## src/rtl/mms_pkg.sv

```systemverilog
// Shared ITLB refill types: FSM encoding, PTW request/response payloads,
// entry count and field widths.
`ifndef TLB_ENTRY_SIZE
`define TLB_ENTRY_SIZE 32
`endif

package mms_pkg;

  localparam int ENTRY_NUM = `TLB_ENTRY_SIZE;
  localparam int VPN_W     = 27;
  localparam int PPN_W     = 44;
  localparam int PERM_W    = 8;

  typedef enum logic [2:0] {
    ST_IDLE  = 3'd0,
    ST_REQ   = 3'd1,
    ST_WAIT  = 3'd2,
    ST_WRITE = 3'd3,
    ST_FAULT = 3'd4
  } itlb_refill_state_e;

  typedef struct packed {
    logic [VPN_W-1:0] vpn;
  } ptw_req_t;

  typedef struct packed {
    logic [PPN_W-1:0]  ppn;
    logic [PERM_W-1:0] perm;
    logic              fault;
  } ptw_rsp_t;

endpackage

```

## src/rtl/itlb_refill_ctrl.sv

```systemverilog
// ITLB miss/refill controller. Takes one lookup miss at a time, walks it
// through the shared PTW, and writes the result into the PLRU-selected
// victim entry while maintaining the entry-valid vector.
// Optional build macro: MMS_ITLB_PERF_CNT_EN adds saturating miss/fault/drop
// counters; without it the counter ports read as zero.
module itlb_refill_ctrl
  import mms_pkg::*;
(
  input  logic                 clk_i,
  input  logic                 rst_i,
  input  logic                 flush_i,
  input  logic                 miss_vld_i,
  input  logic [VPN_W-1:0]     miss_vpn_i,
  output logic                 miss_rdy_o,
  output logic                 ptw_req_vld_o,
  input  logic                 ptw_req_rdy_i,
  output logic [VPN_W-1:0]     ptw_req_vpn_o,
  input  logic                 ptw_rsp_vld_i,
  input  logic [PPN_W-1:0]     ptw_rsp_ppn_i,
  input  logic [PERM_W-1:0]    ptw_rsp_perm_i,
  input  logic                 ptw_rsp_fault_i,
  input  logic [ENTRY_NUM-1:0] victim_onehot_i,
  output logic [ENTRY_NUM-1:0] entry_valid_o,
  output logic                 refill_init_en_o,
  output logic                 refill_vld_o,
  output logic [ENTRY_NUM-1:0] refill_onehot_o,
  output logic [VPN_W-1:0]     refill_vpn_o,
  output logic [PPN_W-1:0]     refill_ppn_o,
  output logic [PERM_W-1:0]    refill_perm_o,
  output logic                 fault_vld_o,
  output logic [VPN_W-1:0]     fault_vpn_o,
  output logic                 busy_o,
  output logic [31:0]          miss_cnt_o,
  output logic [31:0]          fault_cnt_o,
  output logic [31:0]          drop_cnt_o
);

  itlb_refill_state_e   state_q, state_d;
  ptw_req_t             req_q;
  ptw_rsp_t             rsp_q;
  logic                 drop_q;
  logic [ENTRY_NUM-1:0] valid_q;
  logic                 miss_acc;
  logic                 rsp_drop;

  // State register.
  always_ff @(posedge clk_i) begin
    if (rst_i) state_q <= ST_IDLE;
    else       state_q <= state_d;
  end

  // Next-state and per-state strobes. A flush arriving together with the
  // response in WAIT drops it too, so a stale translation never lands in a
  // freshly flushed array.
  always_comb begin
    state_d          = state_q;
    miss_rdy_o       = 1'b0;
    refill_init_en_o = 1'b0;
    ptw_req_vld_o    = 1'b0;
    refill_vld_o     = 1'b0;
    refill_onehot_o  = '0;
    fault_vld_o      = 1'b0;
    miss_acc         = 1'b0;
    rsp_drop         = 1'b0;
    case (state_q)
      ST_IDLE: begin
        miss_rdy_o = !flush_i;
        if (miss_vld_i && !flush_i) begin
          miss_acc         = 1'b1;
          refill_init_en_o = 1'b1;
          state_d          = ST_REQ;
        end
      end
      ST_REQ: begin
        ptw_req_vld_o = 1'b1;
        if (ptw_req_rdy_i) state_d = ST_WAIT;
      end
      ST_WAIT: begin
        if (ptw_rsp_vld_i) begin
          if (drop_q || flush_i) begin
            rsp_drop = 1'b1;
            state_d  = ST_IDLE;
          end else if (ptw_rsp_fault_i) begin
            state_d = ST_FAULT;
          end else begin
            state_d = ST_WRITE;
          end
        end
      end
      ST_WRITE: begin
        refill_vld_o    = !flush_i;
        refill_onehot_o = victim_onehot_i;
        state_d         = ST_IDLE;
      end
      ST_FAULT: begin
        fault_vld_o = 1'b1;
        state_d     = ST_IDLE;
      end
      default: state_d = ST_IDLE;
    endcase
  end

  // VPN/response latches, drop flag and entry-valid vector.
  always_ff @(posedge clk_i) begin
    if (rst_i) begin
      req_q   <= '0;
      rsp_q   <= '0;
      drop_q  <= 1'b0;
      valid_q <= '0;
    end else begin
      if (miss_acc) req_q.vpn <= miss_vpn_i;
      if (state_q == ST_WAIT && ptw_rsp_vld_i && !rsp_drop)
        rsp_q <= '{ppn: ptw_rsp_ppn_i, perm: ptw_rsp_perm_i, fault: ptw_rsp_fault_i};
      if (rsp_drop)
        drop_q <= 1'b0;
      else if (flush_i && (state_q == ST_REQ || state_q == ST_WAIT))
        drop_q <= 1'b1;
      if (flush_i)           valid_q <= '0;
      else if (refill_vld_o) valid_q <= valid_q | victim_onehot_i;
    end
  end

  assign ptw_req_vpn_o = req_q.vpn;
  assign refill_vpn_o  = req_q.vpn;
  assign refill_ppn_o  = rsp_q.ppn;
  assign refill_perm_o = rsp_q.perm;
  assign fault_vpn_o   = req_q.vpn;
  assign entry_valid_o = valid_q;
  assign busy_o        = (state_q != ST_IDLE);

`ifdef MMS_ITLB_PERF_CNT_EN
  logic [31:0] miss_cnt_q, fault_cnt_q, drop_cnt_q;

  // Saturating event counters.
  always_ff @(posedge clk_i) begin
    if (rst_i) begin
      miss_cnt_q  <= '0;
      fault_cnt_q <= '0;
      drop_cnt_q  <= '0;
    end else begin
      if (miss_acc    && miss_cnt_q  != '1) miss_cnt_q  <= miss_cnt_q  + 32'd1;
      if (fault_vld_o && fault_cnt_q != '1) fault_cnt_q <= fault_cnt_q + 32'd1;
      if (rsp_drop    && drop_cnt_q  != '1) drop_cnt_q  <= drop_cnt_q  + 32'd1;
    end
  end

  assign miss_cnt_o  = miss_cnt_q;
  assign fault_cnt_o = fault_cnt_q;
  assign drop_cnt_o  = drop_cnt_q;
`else
  assign miss_cnt_o  = '0;
  assign fault_cnt_o = '0;
  assign drop_cnt_o  = '0;
`endif

`ifndef SYNTHESIS
  // The PLRU must present exactly one victim whenever an entry is written.
  always_ff @(posedge clk_i) begin
    if (!rst_i && refill_vld_o)
      assert ($onehot(victim_onehot_i))
        else $error("itlb_refill_ctrl: victim_onehot_i not one-hot: %h", victim_onehot_i);
  end
`endif

endmodule

```

## config.mk

```make
export PLATFORM = sky130hd
export DESIGN_NAME = itlb_refill_ctrl
export DESIGN_NICKNAME = d
export VERILOG_FILES = /design/src/rtl/mms_pkg.sv /design/src/rtl/itlb_refill_ctrl.sv
export SDC_FILE = /design/constraint.sdc
export NUM_CORES = 1
export LEC_CHECK = 0
export CORE_AREA = 2 2 161 163
export DETAILED_ROUTE_END_ITERATION = 10
export DIE_AREA = 0 0 163 165
export DONT_BUFFER_PORTS = 1
export PLACE_DENSITY = 0.47
export SLEW_MARGIN = 5
export SYNTH_ARGS = -nofsm -noshare
export SYNTH_HDL_FRONTEND = slang
export SYNTH_SLANG_ARGS = --single-unit
```

## constraint.sdc

```tcl
create_clock -name clk_i -period 3.75 [get_ports clk_i]
set_input_delay 0.375 -clock clk_i [delete_from_list [all_inputs] [get_ports clk_i]]
set_output_delay 0.375 -clock clk_i [all_outputs]
set_load 0.01 [all_outputs]
```

Word-level counts from Yosys, hierarchy flattened
Cells that the tools add are included.
{ "totals": {"regBits": 115, "in_bits": 118, "output_inout_bits": 299, "word_cells": 43} }
{ "classes": {"eq_ne": 7, "mux": 16, "n_bitwise": 1, "reduce_logical": 13} }
{ "ops": {"columns": ["cell", "count"], "rows": [
  ["2-to-1 mux 32 bit", 1],
  ["bitwise OR 32 bit", 1],
  ["2-to-1 mux 3 bit", 5],
  ["2-to-1 mux 1 bit", 9],
  ["one-hot mux 3 bit (3 select lines)", 1],
  ["== test 3 x 2 -> 1 bit (second input constant)", 2],
  ["!= test 2 bit (second input constant)", 3],
  ["logical AND 1 bit", 4],
  ["OR reduction 2 bit", 2],
  ["== test 3 x 1 -> 1 bit (second input constant)", 1],
  ["== test 3 bit (second input constant)", 1],
  ["zero test 3 bit", 1],
  ["AND reduction 3 bit", 1],
  ["nonzero test 3 bit", 1],
  ["zero test 1 bit", 2],
  ["logical OR 1 bit", 2]
]} }

Depth between registers and ports, before layout
Gate-level depths: netlist of the first run.
{ "logic_depth": {"ltp_word": 6, "mapped_depth": 6, "mapped_depth_nobuf": 3} }

Worst setup path after synthesis of the first run
Ideal clock, no wire load.
{ "synth_timing": {"path_type": "flip-flop to output port", "from": "register state_q[1]", "to": "output refill_onehot_o[24]", "t_arrival_ns": 1.151, "required_ns": 3.375, "slack_ns": 2.224, "stages_incl_launch_ff": 6, "n_path_buf": 3, "path_cell_list": "dfxtp_1 -> buf_2 -> and3b_1 -> buf_4 -> buf_2 -> and2_1"} }
{ "synth_via": {"elab_chain_cells": 2} }
{ "synth_lines": {"columns": ["item", "line_no", "rtl"], "rows": [
  ["start: declaration", "itlb_refill_ctrl.sv:38", "itlb_refill_state_e state_q, state_d;"],
  ["start signal: assignment", "itlb_refill_ctrl.sv:49", "else state_q <= state_d;"],
  ["== test 3 x 2 -> 1 bit", "itlb_refill_ctrl.sv:65", "case (state_q)"],
  ["2-to-1 mux 32 bit", "itlb_refill_ctrl.sv:65", null],
  ["end: declaration", "itlb_refill_ctrl.sv:26", "output logic [ENTRY_NUM-1:0] refill_onehot_o,"]
]} }
No other way between the ends.

Worst setup path after layout of the first run
{ "layout_timing": {"from": "register state_q[1]", "to": "output refill_init_en_o"} }
{ "layout_via": {"elab_chain_cells": 2} }
{ "layout_lines": {"columns": ["item", "line_no", "rtl"], "rows": [
  ["zero test 3 bit", "itlb_refill_ctrl.sv:65", null],
  ["2-to-1 mux 1 bit", "itlb_refill_ctrl.sv:65", null],
  ["end: declaration", "itlb_refill_ctrl.sv:24", "output logic refill_init_en_o,"]
]} }
No other way between the ends.

==> results.yml, run 1 <==
timing:
  finClkSkew_ps: 8.99
  post-route-period-util: 0.720
  hold_ws_ps: 90.4
  min_period_ps: 2700
  rsz0062_at_grt: "no"
  hold_viol_final: 0
  fin_ws_ps: 1050
  finalSetupTns_ps: 0
  max_freq_mhz: 370
  setup_violations: 0
  final_max_slew_viol_count: 0
  worst_pin_slew_ps: 973
  relSlewSlack: 0.351
detailed_routing:
  drcViolationCount: 0
  vias_per_cell: 3.98
  vias: 3728
  wire_per_inst_um: 14.7
  drt_iter0_markers: 171
  drtPass1Iterations: 4
  ant_nets: 0
  totalWireLength_mm: 13.8
worst_hold_path:
  hold_start: "rst_i"
  hp-class: "input pin to flop"
  holdPathEnd: "drop_q$_SDFFE_PP0P_"
  whs_path_depth: 1
power_and_ir_drop:
  power_mw: 3.15
  intPower_mw: 2.39
  pwr-share-clk: 0.538
  vdd.ir_drop.worst_uv: 185
  power_frac_comb: 0.049
  leakage_nw: 2.19
  p_switching_mw: 0.767
  p_sw_frac: 0.243
  cellPowerDensity_nw_per_um2: 514
  p_seq_frac: 0.413
clock_network:
  cts_tree: "built"
  path_clk_slew_ps: 60
  hold_buffers: 0
  cts_htree_levels: 4
  post_cts_buffers: 0
  clock-root-buffer: "clkbuf_16"
  numCtsBuffers: 17
  cts_resized: 0
  clk_path_buf_depth: 2
  clk_latency_ps: 400
  clock-sinks: 115
worst_setup_path:
  start_kind: "flop"
  cp_slowest_stage_delay_ps: 830
  criticalPathCategory: "flop to primary output"
  regToRegSetupSlack_ps: 1360
  r2r_cells: 5
  worstPathRequired_ps: 3380
  cp_max_fo: 29
  cp_slowest_cell: "and2_1"
  arrival_ps: 2320
  path_cells: "nor4_4 > buf_4 > and2_1"
  r2r-start: "state_q[1]$_SDFFE_PP0P_"
  rr_endpoint: "fault_vpn_o[19]$_SDFFE_PP0P_"
  crit_path_end_kind: "primary output"
run:
  cap_violations: 0
synth:
  async_reset_ff_frac: 0
  synth_cells: 674
  netlist_area_um2: 6140
  syn_avg_cell_area_um2: 9.12
  ys_types: 31
  yosys_warnings: 0
  synth_edf_count: 0
  ys_seq_elements: 115
  ys.flop_type: "dfxtp_1"
  synth_seq_area_share: 0.375
cells_and_area:
  final_util: 0.245
  drive_gt1_frac: 0.0643
  nets: 712
  area_growth_pct: -0.285
  fin_area_um2: 6130
  stdcell_count: 937
  diodes: 0
global_routing:
  grt_pass1_vias: 3440
  grt_pass1_wl_mm: 20.0
  overflow: 0
  grt_max_degree: 164
  grt_use_total: 0.0967
  antenna_found_initial: 0
floorplanning:
  rows: 58
  ios: 417
  die_area_um2: 26900
  initial_core_util: 0.245
  die_w_um: 163
  core_area_um2: 25000
  die_h_um: 165
placement:
  dp_slack_ps: 1360
  io_buffers: 0
  dpl.cell_count: 905
  gp_congestion: 0.721
  dp_hpwl_mm: 9.57
  place_area_um2: 5510
run_status:
  status: "finished, final reports clean"
-- power by group through the flow --
stage	logic (mW)	registers, mW	clock network, mW
2_1_floorplan	0.301	1.30	0
3_3_place_gp	0.154	1.33	0
3_5_place_dp	0.154	1.33	0
4_1_cts	0.154	1.30	1.77
5_1_grt	0.173	1.31	1.84
6_report	0.154	1.30	1.70
-- routing by layer --
metal | up-vias | part of all wire | global-route usage
met5 | - | 0 | 0
met4 | 0 | 0.0094 | 0.0330
met3 | 7 | 0.10 | 0.0452
met2 | 221 | 0.49 | 0.158
met1 | 1720 | 0.40 | 0.112
li1 | 1780 | - | -
-- worst max path at each step --
stage,startpoint,endpoint,slack (ps),cells past startpoint
global placement,state_q[1]$_SDFFE_PP0P_,fault_vpn_o[19]$_SDFFE_PP0P_,1310,5
global route,state_q[1]$_SDFFE_PP0P_,refill_init_en_o,850,3
CTS,state_q[1]$_SDFFE_PP0P_,refill_init_en_o,1000,3
floorplan,state_q[1]$_SDFFE_PP0P_,refill_onehot_o[24],2220,5
finish,state_q[1]$_SDFFE_PP0P_,refill_init_en_o,1050,3
detailed placement,state_q[1]$_SDFFE_PP0P_,fault_vpn_o[23]$_SDFFE_PP0P_,1360,5
-- Yosys cell counts, types with 2 or more instances --
cell / number / area (um2)
buf_4: 153 / 1150
buf_2: 7 / 35.0
dfxtp_1: 115 / 2300
nand2b_1: 131 / 820
and2_1: 35 / 219
o21ai_0: 8 / 40.0
buf_6: 6 / 67.6
inv_1: 2 / 7.51
buf_12: 5 / 100
o21ai_1: 19 / 95.1
a21oi_1: 34 / 170
nor2_1: 37 / 139
and3b_1: 2 / 17.5
clkbuf_1: 24 / 90.1
nand4b_1: 27 / 236
clkbuf_2: 2 / 10.0
nor3b_1: 2 / 15.0
mux2i_1: 52 / 521
-- cell usage in the layout, fill, tap and decap left out, types with 4 or more instances in the layout --
cell type / n
a21oi_1: 34
and2_1: 35
nor2_1: 37
nand2b_1: 131
dfxtp_1: 115
o21ai_1: 19
nand4b_1: 27
clkbuf_16: 17
conb_1: 96
mux2i_1: 52
o21ai_0: 8
clkinvlp_4: 4
-- registers in the layout, summed over array words and instances (netlist names) --
register	count
drop_q	1
state_q	3
refill_ppn_o	44
entry_valid_o	32
fault_vpn_o	27
refill_perm_o	8
-- cell families (layout without fill, tap and decap cells) --
logic type,after synthesis,after routing,share of synthesized area
AO/OA/AOI/OAI,66,66,0.0568
AND/OR/NAND/NOR,240,240,0.244
multiplexers,53,53,0.0865
other,1,96,0.000610
flip-flops,115,115,0.375
buffers and inverters,199,37,0.237
-- critical path, delay by kind of cell, from the launching register on --
family        cells  cell delay [ps]
simple gates      2             1110
flops             1              430
buf+inv           1              350
-- area by class of cell --
| class | instances | area [um2] |
|---|---|---|
| clock buffer | 20 | 457 |
| inverter | 2 | 7.51 |
| timing repair buffer | 3 | 35.0 |
| tap | 330 | 413 |
| sequential | 115 | 2300 |
| multi-input combinational | 455 | 2760 |
| clock inverter | 12 | 156 |
| fill | 2733 | 18900 |
No activity file was read; power rests on OpenSTA's default activity.
==> run 2: changes to the inputs <==
CORE_AREA = 2 2 164 166   (was 2 2 161 163)
DIE_AREA = 0 0 166 168   (was 0 0 163 165)
clock period = 2.2 ns   (was 3.75 ns; I/O delays follow)
==> run 2 against run 1 <==
Against the previous run:
- sequential power grew 71%
- sequential share of layout area down 8.3 points
- sequential cell count stayed put
- clock power increased by 65%
- clock skew fell by 1.7 ps
- routed wire length increased by 17%
- die area is 3.7% higher
- cell count rose by 20%
- largest cell class unchanged
==> results.yml, run 2 (synthesis results as in run 1) <==
run_status:
  status: "finished, final reports clean"
global_routing:
  grt_pass1_wl_mm: 23.8
  grt_max_degree: 122
  overflow: 0
  grt_pass1_vias: 4270
  antenna_found_initial: 0
  grt_use_total: 0.109
power_and_ir_drop:
  intPower_mw: 4.11
  p_sw_frac: 0.259
  p_switching_mw: 1.43
  p_seq_frac: 0.400
  pwr-share-clk: 0.507
  vdd.ir_drop.worst_uv: 384
  cellPowerDensity_nw_per_um2: 705
  power_frac_comb: 0.094
  leakage_nw: 2.84
worst_setup_path:
  arrival_ps: 2390
  r2r-start: "state_q[0]$_SDFFE_PP0P_"
  crit_path_end_kind: "flop"
  regToRegSetupSlack_ps: 160
  start_kind: "flop"
  rr_endpoint: "refill_perm_o[6]$_SDFFE_PP0P_"
  worstPathRequired_ps: 2550
  criticalPathCategory: "flop to flop"
  path_cells: "nand4bb_1 > nor3_4 > clkbuf_16 > mux2i_1 > dlygate4sd3_1"
  cp_slowest_cell: "dlygate4sd3_1"
  cp-startpoint: "state_q[0]$_SDFFE_PP0P_"
  cp_slowest_stage_delay_ps: 570
  cp_max_fo: 14
  r2r_cells: 5
worst_hold_path:
  holdPathEnd: "fault_vpn_o[17]$_SDFFE_PP0P_"
  whs_path_depth: 2
  hp-class: "input pin to flop"
  hold_start: "rst_i"
timing:
  rsz0062_at_grt: "no"
  finClkSkew_ps: 7.26
  min_period_ps: 2040
  relSlewSlack: 0.477
  worst_pin_slew_ps: 782
  final_max_slew_viol_count: 0
  finalSetupTns_ps: 0
  hold_viol_final: 0
  setup_violations: 0
  post-route-period-util: 0.926
  max_freq_mhz: 491
detailed_routing:
  wire_per_inst_um: 14.4
  vias: 4433
  drt_iter0_markers: 134
  drcViolationCount: 0
  totalWireLength_mm: 16.1
  ant_nets: 0
  vias_per_cell: 3.96
  drtPass1Iterations: 4
clock_network:
  cts_tree: "built"
  cts_htree_levels: 4
  clock-sinks: 115
  path_clk_slew_ps: 60
  clk_path_buf_depth: 2
  clk_latency_ps: 410
  clock-root-buffer: "clkbuf_16"
  numCtsBuffers: 17
floorplanning:
  initial_core_util: 0.233
  ios: 417
  die_h_um: 168
  core_area_um2: 26400
  die_w_um: 166
  die_area_um2: 27900
  rows: 60
cells_and_area:
  multi_input_area_um2: 2760
  final_util: 0.299
  largest_reg_flops: 44
  nets: 883
  final_common_cell: "dlygate4sd3_1"
  fillCellCount: 2748
  regArea_um2: 2300
  area_growth_pct: 28.0
  final_cell_mix: "dlygate4sd3_1 (164), nand2b_1 (131), dfxtp_1 (114)"
  drive_gt1_frac: 0.0617
run:
  cap_violations: 0
placement:
  gp_congestion: 0.666
  dp_hpwl_mm: 9.25
  io_buffers: 0
[run 2: cell count changes in the layout (fill, tap and decap cells not counted), moves of 2 or more]
cell,delta
dlygate4sd3_1,+164
buf_6,+2
clkinv_4,+3
buf_4,+3
[run 2: how the worst max path moves through the flow]
stage | endpoint | depth (start not counted) | slack (ps)
2_1_floorplan | refill_onehot_o[24] | 5 | 830
3_3_place_gp | refill_ppn_o[8]$_SDFFE_PP0P_ | 4 | 590
3_5_place_dp | refill_ppn_o[13]$_SDFFE_PP0P_ | 4 | 550
4_1_cts | refill_ppn_o[27]$_SDFFE_PP0P_ | 5 | 20
5_1_grt | fault_vpn_o[6]$_SDFFE_PP0P_ | 5 | 50
6_report | refill_perm_o[6]$_SDFFE_PP0P_ | 5 | 160
[run 2: layer usage]
metal	GRT usage	up-vias	part of all wire
met2	0.193	224	0.51
li1	-	2126	-
met3	0.0430	14	0.085
met4	0.0435	0	0.019
met5	0	-	0
met1	0.117	2069	0.39
[run 2: layout make-up]
type	count	area share
clock buffer	18	0.0558
inverter	2	0.000954
tap	341	0.0542
clock inverter	14	0.0199
sequential	115	0.293
multi-input combinational	455	0.350
timing repair buffer	174	0.226
antenna	1	0.000318
[run 2: critical path, delay by kind of cell, from the launching register on]
| family | cells | cell delay (ps) |
|---|---|---|
| buffers and inverters | 2 | 800 |
| AND/OR/NAND/NOR | 2 | 530 |
| flip-flops | 1 | 420 |
| multiplexers | 1 | 210 |
[run 2: per-stage QoR]
| step | cells | instance area, um2 | total power [mW] | hold WS (ps) | setup WS [ps] |
|---|---|---|---|---|---|
| after floorplan | 769 | 6500 | 2.73 | 361 | 829 |
| after global placement | 919 | 5560 | 2.54 | 326 | 594 |
| after detailed placement | 919 | 5560 | 2.54 | 313 | 555 |
| after CTS | 1116 | 7830 | 5.65 | 0.375 | 23.0 |
| after global routing | 1119 | 7860 | 5.83 | 10.5 | 50.8 |
| final | 1120 | 7870 | 5.55 | 24.3 | 163 |
[run 2: power by group through the flow]
stage          registers (mW)  logic [mW]  clock network (mW)
3_3_place_gp             2.26       0.272                   0
2_1_floorplan            2.21       0.514                   0
5_1_grt                  2.22       0.569                3.04
4_1_cts                  2.22       0.519                2.92
3_5_place_dp             2.26       0.274                   0
6_report                 2.22       0.521                2.81
[run 2: what timing repair did]
action,in CTS,in global routing
setup endpoints to repair,0,5
endpoints found under the hold margin,113,0
hold buffers,165,0
buffers inserted,0,1
gates resized for setup,0,2
